## src/rtl/riscv_rf_pkg.sv

```systemverilog
// -----------------------------------------------------------------------------
// riscv_rf_pkg
// Shared types and constants for the register-file write-back path.
//   RF_WB_MAX_REQ  : upper bound on the number of write-back producers
//   RF_ADDR_WIDTH  : default register address width (bit 5 = FP bank)
//   RF_DATA_WIDTH  : default write data width
//   rf_wb_req_t    : one write-back request {addr, data, tag} at default widths
// -----------------------------------------------------------------------------
package riscv_rf_pkg;

  localparam int RF_WB_MAX_REQ = 8;
  localparam int RF_ADDR_WIDTH = 6;
  localparam int RF_DATA_WIDTH = 32;

  typedef struct packed {
    logic [RF_ADDR_WIDTH-1:0] addr;
    logic [RF_DATA_WIDTH-1:0] data;
    logic                     tag;
  } rf_wb_req_t;

endpackage : riscv_rf_pkg

```

## src/rtl/riscv_rf_wb_arbiter_pick2.sv

```systemverilog
// -----------------------------------------------------------------------------
// riscv_rr_pick2
// Round-robin dual picker. Scans the eligible mask starting at rr_ptr_i and
// wrapping modulo NUM_REQ. The first eligible requester gets grant A; the next
// eligible requester whose address differs from A's gets grant B. Anything
// else (including a second request to A's address) is left ungranted.
// Ports:
//   elig_i     in  NUM_REQ              eligible requesters (valid, addr != 0)
//   rr_ptr_i   in  PTR_W                scan start position
//   addr_i     in  NUM_REQ*ADDR_WIDTH   destination addresses, packed
//   grant_a_o  out NUM_REQ              one-hot (or zero) grant for port A
//   grant_b_o  out NUM_REQ              one-hot (or zero) grant for port B
// -----------------------------------------------------------------------------
module riscv_rr_pick2 #(
  parameter int NUM_REQ    = 4,
  parameter int ADDR_WIDTH = 6,
  parameter int PTR_W      = 2
) (
  input  logic [NUM_REQ-1:0]            elig_i,
  input  logic [PTR_W-1:0]              rr_ptr_i,
  input  logic [NUM_REQ*ADDR_WIDTH-1:0] addr_i,
  output logic [NUM_REQ-1:0]            grant_a_o,
  output logic [NUM_REQ-1:0]            grant_b_o
);

  always_comb begin : pick
    int                    pos;
    logic                  found_a;
    logic                  found_b;
    logic [ADDR_WIDTH-1:0] addr_a;
    grant_a_o = '0;
    grant_b_o = '0;
    found_a   = 1'b0;
    found_b   = 1'b0;
    addr_a    = '0;
    pos       = 0;
    for (int k = 0; k < NUM_REQ; k++) begin
      pos = int'(rr_ptr_i) + k;
      if (pos >= NUM_REQ) pos = pos - NUM_REQ;
      // Inner loop keeps every select at a constant index; exactly one i matches.
      for (int i = 0; i < NUM_REQ; i++) begin
        if (i == pos && elig_i[i]) begin
          if (!found_a) begin
            grant_a_o[i] = 1'b1;
            found_a      = 1'b1;
            addr_a       = addr_i[i*ADDR_WIDTH +: ADDR_WIDTH];
          end else if (!found_b && (addr_i[i*ADDR_WIDTH +: ADDR_WIDTH] != addr_a)) begin
            grant_b_o[i] = 1'b1;
            found_b      = 1'b1;
          end
        end
      end
    end
  end

endmodule : riscv_rr_pick2

```

## src/rtl/riscv_rf_wb_arbiter.sv

```systemverilog
// -----------------------------------------------------------------------------
// riscv_rf_wb_arbiter
// Write-back arbiter for the register file's two write ports (W1 = A, W2 = B).
// Handshake: a transfer happens when req_valid_i[i] and req_ready_o[i] are both
// high at posedge clk; valid never depends on ready, and a requester holds
// valid/addr/data/tag stable until accepted. req_ready_o is combinational.
// Requests to integer x0 (addr == 0) are always ready and never use a port.
// Up to two requests per cycle are granted in round-robin order; the port
// registers present the granted write one cycle after acceptance.
// Optional feature macro: RF_WB_ARB_STATS_EN builds the saturating stall
// counter; without it stall_cnt_o is tied to 0.
// Ports:
//   clk, rst_n                       clock, asynchronous active-low reset
//   req_valid_i/ready_o  NUM_REQ     per-requester handshake
//   req_addr_i  NUM_REQ*ADDR_WIDTH   destination registers, packed
//   req_data_i  NUM_REQ*DATA_WIDTH   write data, packed
//   req_tag_i   NUM_REQ              tag bit
//   waddr/wdata/wtag/we _a_o         register-file port W1
//   waddr/wdata/wtag/we _b_o         register-file port W2
//   stall_cnt_o 32                   eligible-but-not-ready request-cycles
// -----------------------------------------------------------------------------
module riscv_rf_wb_arbiter
  import riscv_rf_pkg::*;
#(
  parameter int ADDR_WIDTH = 6,
  parameter int DATA_WIDTH = 32,
  parameter int NUM_REQ    = 4
) (
  input  logic                          clk,
  input  logic                          rst_n,
  input  logic [NUM_REQ-1:0]            req_valid_i,
  output logic [NUM_REQ-1:0]            req_ready_o,
  input  logic [NUM_REQ*ADDR_WIDTH-1:0] req_addr_i,
  input  logic [NUM_REQ*DATA_WIDTH-1:0] req_data_i,
  input  logic [NUM_REQ-1:0]            req_tag_i,
  output logic [ADDR_WIDTH-1:0]         waddr_a_o,
  output logic [DATA_WIDTH-1:0]         wdata_a_o,
  output logic                          wtag_a_o,
  output logic                          we_a_o,
  output logic [ADDR_WIDTH-1:0]         waddr_b_o,
  output logic [DATA_WIDTH-1:0]         wdata_b_o,
  output logic                          wtag_b_o,
  output logic                          we_b_o,
  output logic [31:0]                   stall_cnt_o
);

  localparam int PTR_W = $clog2(NUM_REQ);

  logic [NUM_REQ-1:0]    addr_zero;
  logic [NUM_REQ-1:0]    elig;
  logic [NUM_REQ-1:0]    grant_a;
  logic [NUM_REQ-1:0]    grant_b;
  logic [PTR_W-1:0]      last_idx;

  logic [PTR_W-1:0]      rr_ptr_q,  rr_ptr_d;
  logic                  we_a_q,    we_a_d;
  logic [ADDR_WIDTH-1:0] waddr_a_q, waddr_a_d;
  logic [DATA_WIDTH-1:0] wdata_a_q, wdata_a_d;
  logic                  wtag_a_q,  wtag_a_d;
  logic                  we_b_q,    we_b_d;
  logic [ADDR_WIDTH-1:0] waddr_b_q, waddr_b_d;
  logic [DATA_WIDTH-1:0] wdata_b_q, wdata_b_d;
  logic                  wtag_b_q,  wtag_b_d;

  always_comb begin : decode
    addr_zero = '0;
    for (int i = 0; i < NUM_REQ; i++) begin
      addr_zero[i] = (req_addr_i[i*ADDR_WIDTH +: ADDR_WIDTH] == '0);
    end
  end

  assign elig = req_valid_i & ~addr_zero;

  riscv_rr_pick2 #(
    .NUM_REQ    (NUM_REQ),
    .ADDR_WIDTH (ADDR_WIDTH),
    .PTR_W      (PTR_W)
  ) u_pick2 (
    .elig_i    (elig),
    .rr_ptr_i  (rr_ptr_q),
    .addr_i    (req_addr_i),
    .grant_a_o (grant_a),
    .grant_b_o (grant_b)
  );

  // x0 writes are absorbed unconditionally; everything else needs a port.
  assign req_ready_o = addr_zero | grant_a | grant_b;

  always_comb begin : next_state
    rr_ptr_d  = rr_ptr_q;
    last_idx  = '0;
    we_a_d    = |grant_a;
    waddr_a_d = waddr_a_q;
    wdata_a_d = wdata_a_q;
    wtag_a_d  = wtag_a_q;
    we_b_d    = |grant_b;
    waddr_b_d = waddr_b_q;
    wdata_b_d = wdata_b_q;
    wtag_b_d  = wtag_b_q;
    for (int i = 0; i < NUM_REQ; i++) begin
      if (grant_a[i]) begin
        waddr_a_d = req_addr_i[i*ADDR_WIDTH +: ADDR_WIDTH];
        wdata_a_d = req_data_i[i*DATA_WIDTH +: DATA_WIDTH];
        wtag_a_d  = req_tag_i[i];
        last_idx  = PTR_W'(i);
      end
    end
    // B is always later in scan order than A, so it overrides last_idx.
    for (int i = 0; i < NUM_REQ; i++) begin
      if (grant_b[i]) begin
        waddr_b_d = req_addr_i[i*ADDR_WIDTH +: ADDR_WIDTH];
        wdata_b_d = req_data_i[i*DATA_WIDTH +: DATA_WIDTH];
        wtag_b_d  = req_tag_i[i];
        last_idx  = PTR_W'(i);
      end
    end
    if (|grant_a) begin
      rr_ptr_d = (last_idx == PTR_W'(NUM_REQ - 1)) ? '0 : last_idx + PTR_W'(1);
    end
  end

  always_ff @(posedge clk or negedge rst_n) begin
    if (!rst_n) begin
      rr_ptr_q  <= '0;
      we_a_q    <= 1'b0;
      waddr_a_q <= '0;
      wdata_a_q <= '0;
      wtag_a_q  <= 1'b0;
      we_b_q    <= 1'b0;
      waddr_b_q <= '0;
      wdata_b_q <= '0;
      wtag_b_q  <= 1'b0;
    end else begin
      rr_ptr_q  <= rr_ptr_d;
      we_a_q    <= we_a_d;
      waddr_a_q <= waddr_a_d;
      wdata_a_q <= wdata_a_d;
      wtag_a_q  <= wtag_a_d;
      we_b_q    <= we_b_d;
      waddr_b_q <= waddr_b_d;
      wdata_b_q <= wdata_b_d;
      wtag_b_q  <= wtag_b_d;
    end
  end

  assign we_a_o    = we_a_q;
  assign waddr_a_o = waddr_a_q;
  assign wdata_a_o = wdata_a_q;
  assign wtag_a_o  = wtag_a_q;
  assign we_b_o    = we_b_q;
  assign waddr_b_o = waddr_b_q;
  assign wdata_b_o = wdata_b_q;
  assign wtag_b_o  = wtag_b_q;

`ifdef RF_WB_ARB_STATS_EN
  logic [31:0] stall_cnt_q, stall_cnt_d;
  logic [32:0] stall_sum;

  // Eligible requests always carry a nonzero address, so "not ready" for
  // them is exactly "not granted". One extra bit catches the wrap.
  always_comb begin : stall_next
    stall_sum = {1'b0, stall_cnt_q};
    for (int i = 0; i < NUM_REQ; i++) begin
      if (elig[i] && !grant_a[i] && !grant_b[i]) stall_sum = stall_sum + 33'd1;
    end
    stall_cnt_d = stall_sum[32] ? 32'hFFFF_FFFF : stall_sum[31:0];
  end

  always_ff @(posedge clk or negedge rst_n) begin
    if (!rst_n) stall_cnt_q <= '0;
    else        stall_cnt_q <= stall_cnt_d;
  end

  assign stall_cnt_o = stall_cnt_q;
`else
  assign stall_cnt_o = '0;
`endif

endmodule : riscv_rf_wb_arbiter

```

## config.mk

```make
export PLATFORM = sky130hd
export DESIGN_NAME = riscv_rf_wb_arbiter
export DESIGN_NICKNAME = d
export VERILOG_FILES = /design/src/rtl/riscv_rf_pkg.sv /design/src/rtl/riscv_rf_wb_arbiter_pick2.sv /design/src/rtl/riscv_rf_wb_arbiter.sv
export SDC_FILE = /design/constraint.sdc
export NUM_CORES = 1
export LEC_CHECK = 0
export BUFFER_PORTS_ARGS = -buffer_cell sky130_fd_sc_hd__buf_2
export CELL_PAD_IN_SITES_DETAIL_PLACEMENT = 0
export CELL_PAD_IN_SITES_GLOBAL_PLACEMENT = 1
export CORE_AREA = 10 10 160 162
export DETAILED_ROUTE_END_ITERATION = 10
export DIE_AREA = 0 0 170 172
export PLACE_DENSITY_LB_ADDON = 0.1
export SLEW_MARGIN = 20
export SYNTH_ARGS = -nofsm -noshare
export SYNTH_HDL_FRONTEND = slang
export SYNTH_SLANG_ARGS = --single-unit
```

## constraint.sdc

```tcl
create_clock -name clk -period 12.6 [get_ports clk]
set_input_delay 0.63 -clock clk [delete_from_list [all_inputs] [get_ports clk]]
set_output_delay 0.63 -clock clk [all_outputs]
set_load 0.01 [all_outputs]
```

==> results of run 1 <==
synthesized netlist by cell type (4+ instances only):
cell type,number
o21a_1,6
nand2b_1,5
nand3_1,24
nand4_1,10
o21ai_1,5
buf_1,12
nor2_1,119
o211ai_1,8
o32ai_1,6
a221o_1,39
a211o_1,7
o221ai_1,5
a31oi_1,13
nand3b_1,5
a211oi_1,51
mux2i_1,46
buf_4,35
nand2_1,62
a21o_1,5
o21ai_0,59
and3_1,8
nor2b_1,4
o31ai_1,7
or3_1,5
a32oi_1,39
inv_1,49
a21boi_0,5
and2_1,45
clkbuf_1,80
or2_2,7
buf_2,10
a221oi_1,4
dfrtp_1,82
or4_1,5
and3b_1,4
nor3_1,23
nor4_1,20
xor2_1,7
a21oi_1,113
o22ai_1,11
nand4b_1,6
buf_6,5
xnor2_1,37
worst register-to-register path, delay by kind of cell (launching register included):
kind            cells  cell delay (ns)
buf+inv             2             0.54
flops               1             0.36
compound gates      6             2.71
mux                 1             0.31
simple gates        6             2.02
cell usage in the layout (no fill, tap or decap), types with 6 or more instances in the layout:
cell,Yosys,routed
o21a_1,6,6
inv_1,49,49
a32oi_1,39,39
a221o_1,39,39
nor4_1,20,20
nor2_1,119,119
nand4b_1,6,6
o22ai_1,11,11
o32ai_1,6,6
nand2_1,62,62
nor3_1,23,22
a211oi_1,51,51
xnor2_1,37,37
and2_1,45,45
mux2i_1,46,46
a21oi_1,113,112
o21ai_0,59,59
conb_1,1,32
clkbuf_16,0,9
xor2_1,7,7
nand3_1,24,24
or2_2,7,7
buf_4,35,25
nand4_1,10,10
buf_2,10,244
o31ai_1,7,7
o211ai_1,8,8
and3_1,8,8
a31oi_1,13,13
dfrtp_1,82,82
flip-flops by register name, indices dropped and copies added, names as in the netlist:
| register | count |
|---|---|
| we_b_o | 1 |
| we_a_o | 1 |
| waddr_b_o | 6 |
| rr_ptr_q | 2 |
| waddr_a_o | 6 |
| wdata_a_o | 32 |
| wtag_b_o | 1 |
| wdata_b_o | 32 |
| wtag_a_o | 1 |
metrics by stage:
stage / instance area, µm² / total power, µW / setup WS, ns / std cells / hold slack (ns)
floorplan: 8960 / 2170 / 7.45 / 1204 / 0.334
global placement: 10000 / 2840 / 6.09 / 1616 / 0.490
detailed placement: 10000 / 2840 / 6.05 / 1616 / 0.494
CTS: 10400 / 3170 / 6.06 / 1632 / 0.296
global route: 10400 / 3430 / 5.91 / 1635 / 0.300
finish: 10400 / 3200 / 5.96 / 1635 / 0.270
logic make-up (layout without fill, tap and decap cells):
group | after synthesis | count (layout) | synth area share (%)
buf+inv | 191 | 334 | 10.2
other cells | 1 | 35 | 0.0424
xor+xnor | 44 | 44 | 4.36
compound gates | 432 | 432 | 34.5
simple gates | 373 | 373 | 21.8
mux | 50 | 50 | 5.97
flops | 82 | 82 | 23.2
final cells by class:
type                            instances  share of cell area [%]
Multi-Input combinational cell        931                    58.0
Sequential cell                        82                    19.7
Timing Repair Buffer                  269                    13.6
Tap cell                              285                    3.43
Clock buffer                            9                    2.17
Inverter                               49                    1.77
Clock inverter                          7                    1.23
Antenna cell                            3                  0.0722
power by group through the flow:
stage          Combinational [µW]  Sequential, µW  Clock, µW
2_1_floorplan                1610             555          0
3_3_place_gp                 2340             499          0
3_5_place_dp                 2340             500          0
4_1_cts                      2350             497        327
5_1_grt                      2580             514        338
6_report                     2380             497        320
worst min path at each step:
stage / end / slack (ns) / cells past startpoint
after floorplan: rr_ptr_q[0]$_DFFE_PN0P_ / 0.33 / 0
after global routing: wdata_a_o[25]$_DFFE_PN0P_ / 0.30 / 1
after detailed placement: wdata_b_o[4]$_DFFE_PN0P_ / 0.49 / 1
final: wdata_a_o[25]$_DFFE_PN0P_ / 0.27 / 1
after CTS: wdata_a_o[25]$_DFFE_PN0P_ / 0.30 / 1
after global placement: wdata_b_o[15]$_DFFE_PN0P_ / 0.49 / 1
routing by layer:
| layer | wire length [µm] | vias up | share of wire (%) |
|---|---|---|---|
| met4 | 1330 | 2 | 3.0 |
| met5 | 64 | - | 0.14 |
| li1 | - | 4698 | - |
| met2 | 19500 | 704 | 44 |
| met3 | 5200 | 109 | 12 |
| met1 | 18400 | 5029 | 41 |
==> results.ini, run 1 <==
[synthesis]
netlist_instances=1173
synth_top_area_cell=dfrtp_1
synth_area_leaders=dfrtp_1 (23%), a21oi_1 (6.4%), mux2i_1 (5.2%)
ys_ff_latch=82
ys_types=87
yosysSeqAreaShare_pct=23.2
netlist_area_um2=8840
syn_area_per_cell_um2=7.54
yosys_warnings=0
async_flop_share_pct=100
synth_edf_count=0
synth_flop_cell=dfrtp_1
post-synth-top-area-fraction_pct=23.2

[setup_path]
worst-path-buf-inv=3
crit_start=req_addr_i[13]
end_kind=output pin
setup.worst_path.end=req_ready_o[2]
cpPeakStageDelay_ns=0.72
cp_num_cells=14
path_delay_family=compound AO/OA/AOI/OAI gates
rrSetupSlack_ns=6.57
r2r_end=wdata_b_o[28]$_DFFE_PN0P_
worst_ep_arrival_time_ns=6.01
reg2reg_from=rr_ptr_q[1]$_DFFE_PN0P_
rr_worst_depth=15
cp_slowest_cell=or4_1
cp-start-kind=input port
critPathMaxFanout=32
crit_top_cell=buf_2
critPathRequiredTime_ns=11.97
critical_path_class=input port to output pin
path_cells=buf_2 > or4_1 > o21ai_2 > mux2_2 > or4_4 > a221oi_1 > o2111ai_1 > o311ai_0 > and2_1 > a31oi_1 > a21oi_4 > buf_4 > nand3b_1 > buf_2

[cells_and_area]
drive_gt1_share_pct=24.4
nets=1504
seq_area_um2=2050
multi_input_area_um2=6030
fill_cells=2334
final_util_pct=46.5
area_growth_pct=17.5

[routing]
drc=0
wl_per_cell_um=27.2
dr.pass1.iters=7
first_iter_violations=1361
vias=10542
drt-total-wl_mm=44.5
viasPerCell=6.45
ant_nets=0

[die]
coreArea_um2=22400
rows=55
io_pins=278
fp.dieW_um=170
die_h_um=172
design.die.area_um2=29200
initial_core_util_pct=39.5

[global_route]
met3_usage_pct=8.85
use_met1_pct=38.4
antenna_found_initial=3
grt_pass1_wl_mm=64.8
gr-usage-met2_pct=43.3
grtUsageTotal_pct=28.8
grt_max_degree=82
grt-busiest-layer=met2
grt_pass1_vias=10143
grt_overflow=0

[flow_run]
max-cap-violations=0

[cts]
cts.clk_slew.worst_paths_ns=0.07
cts_inserted_buffers=9
cts_max_path_buffers=2
clkSinkCount=82
ctsResizeCount=0
hold_buffers=0
cts_tree=built
clock_latency_ns=0.35
post-cts-setup-buffers=0
htree_levels=3
clockRootBuffer=clkbuf_16

[power]
pwr-share-clk_pct=10.0
power_frac_seq_pct=15.5
powerDensity_nw_per_um2=307
cellInternalPower_uw=1480
irDropWorstVdd_mv=0.223
switching_share_pct=53.6
power.leakage_uw=0.00466
p_sw_uw=1710
p_comb_share_pct=74.4

[sta]
fin_crit_ns=6.64
tns_ns=0
rsz0062_at_grt=no
fin_crit_sh_pct=52.7
finalSetupViolCount=0
hold_violations=0
tightest_slew_ns=1.03
skew_ns=0.0135
relSlewSlack_pct=31.0
slew_violations=0
max_freq_ghz=0.151

[outcome]
outcome=finished, final reports clean

[placed_design]
port_buffers=245
hpwl_mm=32.4
gp_congestion=1.06

[min_path]
hold_class=input port to asynchronous set/reset pin

Power figures use the tool's default switching activity.
==> inputs of run 2 (changes only) <==
--- a/config.mk
+++ b/config.mk
@@ -8,9 +8,9 @@
 export BUFFER_PORTS_ARGS = -buffer_cell sky130_fd_sc_hd__buf_2
 export CELL_PAD_IN_SITES_DETAIL_PLACEMENT = 0
 export CELL_PAD_IN_SITES_GLOBAL_PLACEMENT = 1
-export CORE_AREA = 10 10 160 162
+export CORE_AREA = 10 10 164 166
 export DETAILED_ROUTE_END_ITERATION = 10
-export DIE_AREA = 0 0 170 172
+export DIE_AREA = 0 0 174 176
 export PLACE_DENSITY_LB_ADDON = 0.1
 export SLEW_MARGIN = 20
 export SYNTH_ARGS = -nofsm -noshare
==> constraint.sdc (replaced) <==
create_clock -name clk -period 6.6 [get_ports clk]
set_input_delay 0.33 -clock clk [delete_from_list [all_inputs] [get_ports clk]]
set_output_delay 0.33 -clock clk [all_outputs]
set_load 0.01 [all_outputs]
==> results.ini, run 2 (synthesis gave the netlist of run 1 again) <==
[outcome]
outcome=finished, final reports clean  ; unchanged

[cells_and_area]
drive_gt1_share_pct=26.0  ; was 24.4%
layout_common_cells=buf_2 (244), nor2_1 (119), a21oi_1 (112)  ; unchanged
mostFrequentLayoutCell=buf_2  ; unchanged
nets=1536  ; was 1504
area_growth_pct=20.7  ; was 17.5%
final_cells=1705  ; was 1635
final_util_pct=44.8  ; was 46.5%

[sta]
hold_violations=0  ; unchanged
max_freq_ghz=0.169
skew_ns=0.00983  ; was 0.0135 ns
fin_crit_ns=5.90
tns_ns=0  ; unchanged
slew_violations=0  ; unchanged
fin_crit_sh_pct=89.4
relSlewSlack_pct=26.6  ; was 31.0%
tightest_slew_ns=1.09  ; was 1.03 ns
whs_ns=0.293  ; was 0.270 ns
rsz0062_at_grt=no  ; unchanged
finalSetupViolCount=0  ; unchanged

[setup_path]
rr_worst_depth=15  ; unchanged
cpPeakStageDelay_ns=0.72  ; about the same
cp-start-kind=flop  ; was input port
critPathRequiredTime_ns=6.27  ; was 11.97 ns
reg2reg_from=rr_ptr_q[0]$_DFFE_PN0P_  ; was rr_ptr_q[1]$_DFFE_PN0P_
worst_ep_arrival_time_ns=5.57  ; was 6.01 ns
crit_top_cell=buf_4  ; was buf_2
path_cells=buf_4 > and3b_1 > o21ai_2 > mux2_2 > or4_4 > a221oi_1 > o2111ai_1 > o311ai_0 > buf_4 > and2_1 > nor4b_2 > a21bo_2 > and2_0 > nand2_1 > buf_2  ; was buf_2 > or4_1 > o21ai_2 > mux2_2 > or4_4 > a221oi_1 > o2111ai_1 > o311ai_0 > and2_1 > a31oi_1 > a21oi_4 > buf_4 > nand3b_1 > buf_2
worst-path-buf-inv=3  ; unchanged
path_delay_family=simple AND/OR/NAND/NOR gates  ; was compound AO/OA/AOI/OAI gates
rrSetupSlack_ns=1.06  ; was 6.57 ns
critPathMaxFanout=16  ; was 32
end_kind=output pin  ; unchanged
r2r_end=wtag_b_o$_DFFE_PN0P_  ; was wdata_b_o[28]$_DFFE_PN0P_
cp_slowest_cell=dfrtp_1  ; was or4_1
critical_path_class=flop to output pin  ; was input port to output pin

[global_route]
grtUsageTotal_pct=28.5  ; was 28.8%
grt_max_degree=81  ; was 82
grt_overflow=0  ; unchanged
grt_pass1_wl_mm=67.2  ; was 64.8 mm
grt_pass1_vias=10159  ; was 10.1k
antenna_found_initial=2  ; was 3

[placed_design]
gp_congestion=1.04  ; was 1.06
placed_cells=1686  ; was 1616
port_buffers=245  ; unchanged
hpwl_mm=34.9  ; was 32.4 mm

[die]
fp.dieW_um=174  ; was 170 µm
initial_core_util_pct=37.1  ; was 39.5%
design.die.area_um2=30600  ; was 29200 µm²
io_pins=278  ; unchanged
die_h_um=176  ; was 172 µm
rows=57  ; was 55
coreArea_um2=23800  ; was 22400 µm²

[routing]
drc=0  ; unchanged
drt-total-wl_mm=46.4  ; was 44.5 mm
first_iter_violations=1447  ; was 1361
vias=10735  ; was 10.5k
viasPerCell=6.30  ; was 6.45
dr.pass1.iters=7  ; unchanged
wl_per_cell_um=27.2  ; about the same
ant_nets=0  ; unchanged

[cts]
cts.clk_slew.worst_paths_ns=0.07  ; about the same
cts_inserted_buffers=9  ; unchanged
post-cts-setup-buffers=0  ; unchanged
clock_latency_ns=0.35  ; about the same
cts_max_path_buffers=2  ; unchanged
clockRootBuffer=clkbuf_16  ; unchanged
htree_levels=3  ; unchanged
cts_tree=built  ; unchanged
clkSinkCount=82  ; unchanged

[min_path]
min-delay-start=req_data_i[110]
hold_class=input port to flop  ; was input port to asynchronous set/reset pin
holdPathEnd=wdata_b_o[14]$_DFFE_PN0P_
hold_depth=3

[power]
irDropWorstVdd_mv=0.327  ; was 0.223 mV
powerDensity_nw_per_um2=592  ; was 307 nW/µm²
power.leakage_uw=0.00480  ; was 0.00466 µW

[flow_run]
max-cap-violations=0  ; unchanged

==> run 2: per-stage QoR <==
| step | worst slack (ns) | area [µm²] | power, µW |
|---|---|---|---|
| finish | 0.697 | 10700 | 6320 |
| global route | 0.628 | 10700 | 6740 |
| CTS | 0.936 | 10700 | 6250 |
| detailed placement | 1.06 | 10300 | 5660 |
| global placement | 1.10 | 10300 | 5680 |
| floorplan | 2.02 | 8960 | 4140 |
==> run 2: worst reg2reg max path, stage by stage (launching register included) <==
cell       delay (ns)
dfrtp_1          0.72
buf_4            0.35
and3b_1          0.32
o21ai_2          0.29
mux2_2           0.47
or4_4            0.59
a221oi_1         0.37
o2111ai_1        0.18
o311ai_0         0.46
buf_4            0.21
and2_1           0.16
nor4b_2          0.29
o211ai_1         0.15
nand4_1          0.21
buf_4            0.46
a221o_1          0.25
==> run 2: worst max-delay path by stage <==
stage	to	depth (start not counted)	from	slack, ns
after floorplan	wdata_b_o[10]$_DFFE_PN0P_	16	req_addr_i[13]	2.02
after global placement	wdata_b_o[22]$_DFFE_PN0P_	16	req_addr_i[13]	1.10
after detailed placement	wdata_b_o[2]$_DFFE_PN0P_	16	req_addr_i[13]	1.06
after CTS	req_ready_o[3]	15	rr_ptr_q[0]$_DFFE_PN0P_	0.94
after global routing	req_ready_o[3]	15	rr_ptr_q[0]$_DFFE_PN0P_	0.63
final	req_ready_o[3]	15	rr_ptr_q[0]$_DFFE_PN0P_	0.70
==> run 2: layout make-up <==
cell class / count / area [µm²]
fillers: 2558 / 13100
multi-input cells: 931 / 6030
flip-flops and latches: 82 / 2050
repair buffers: 301 / 1680
well taps: 324 / 405
clock buffers: 9 / 225
inverters: 49 / 184
clock inverters: 7 / 101
diodes: 2 / 5.00
==> run 2: per-layer routing <==
layer,track usage (%),vias up,routed length (µm)
met5,0,-,0
met4,7.52,0,1300
met3,10.6,93,5840
met2,40.8,733,19200
met1,39.3,5137,20100
li1,-,4772,-
==> run 2: timing repair <==
action                                 CTS  global route
endpoints found under the hold margin   28             0
hold buffers                             1             0
resized for setup                        0             0
==> run 2: where the power goes <==
group | internal, µW | total [µW] | switching, µW
sequential | 808 | 978 | 171
combinational | 1800 | 4780 | 2980
clock | 336 | 561 | 226
total | 2950 | 6320 | 3370
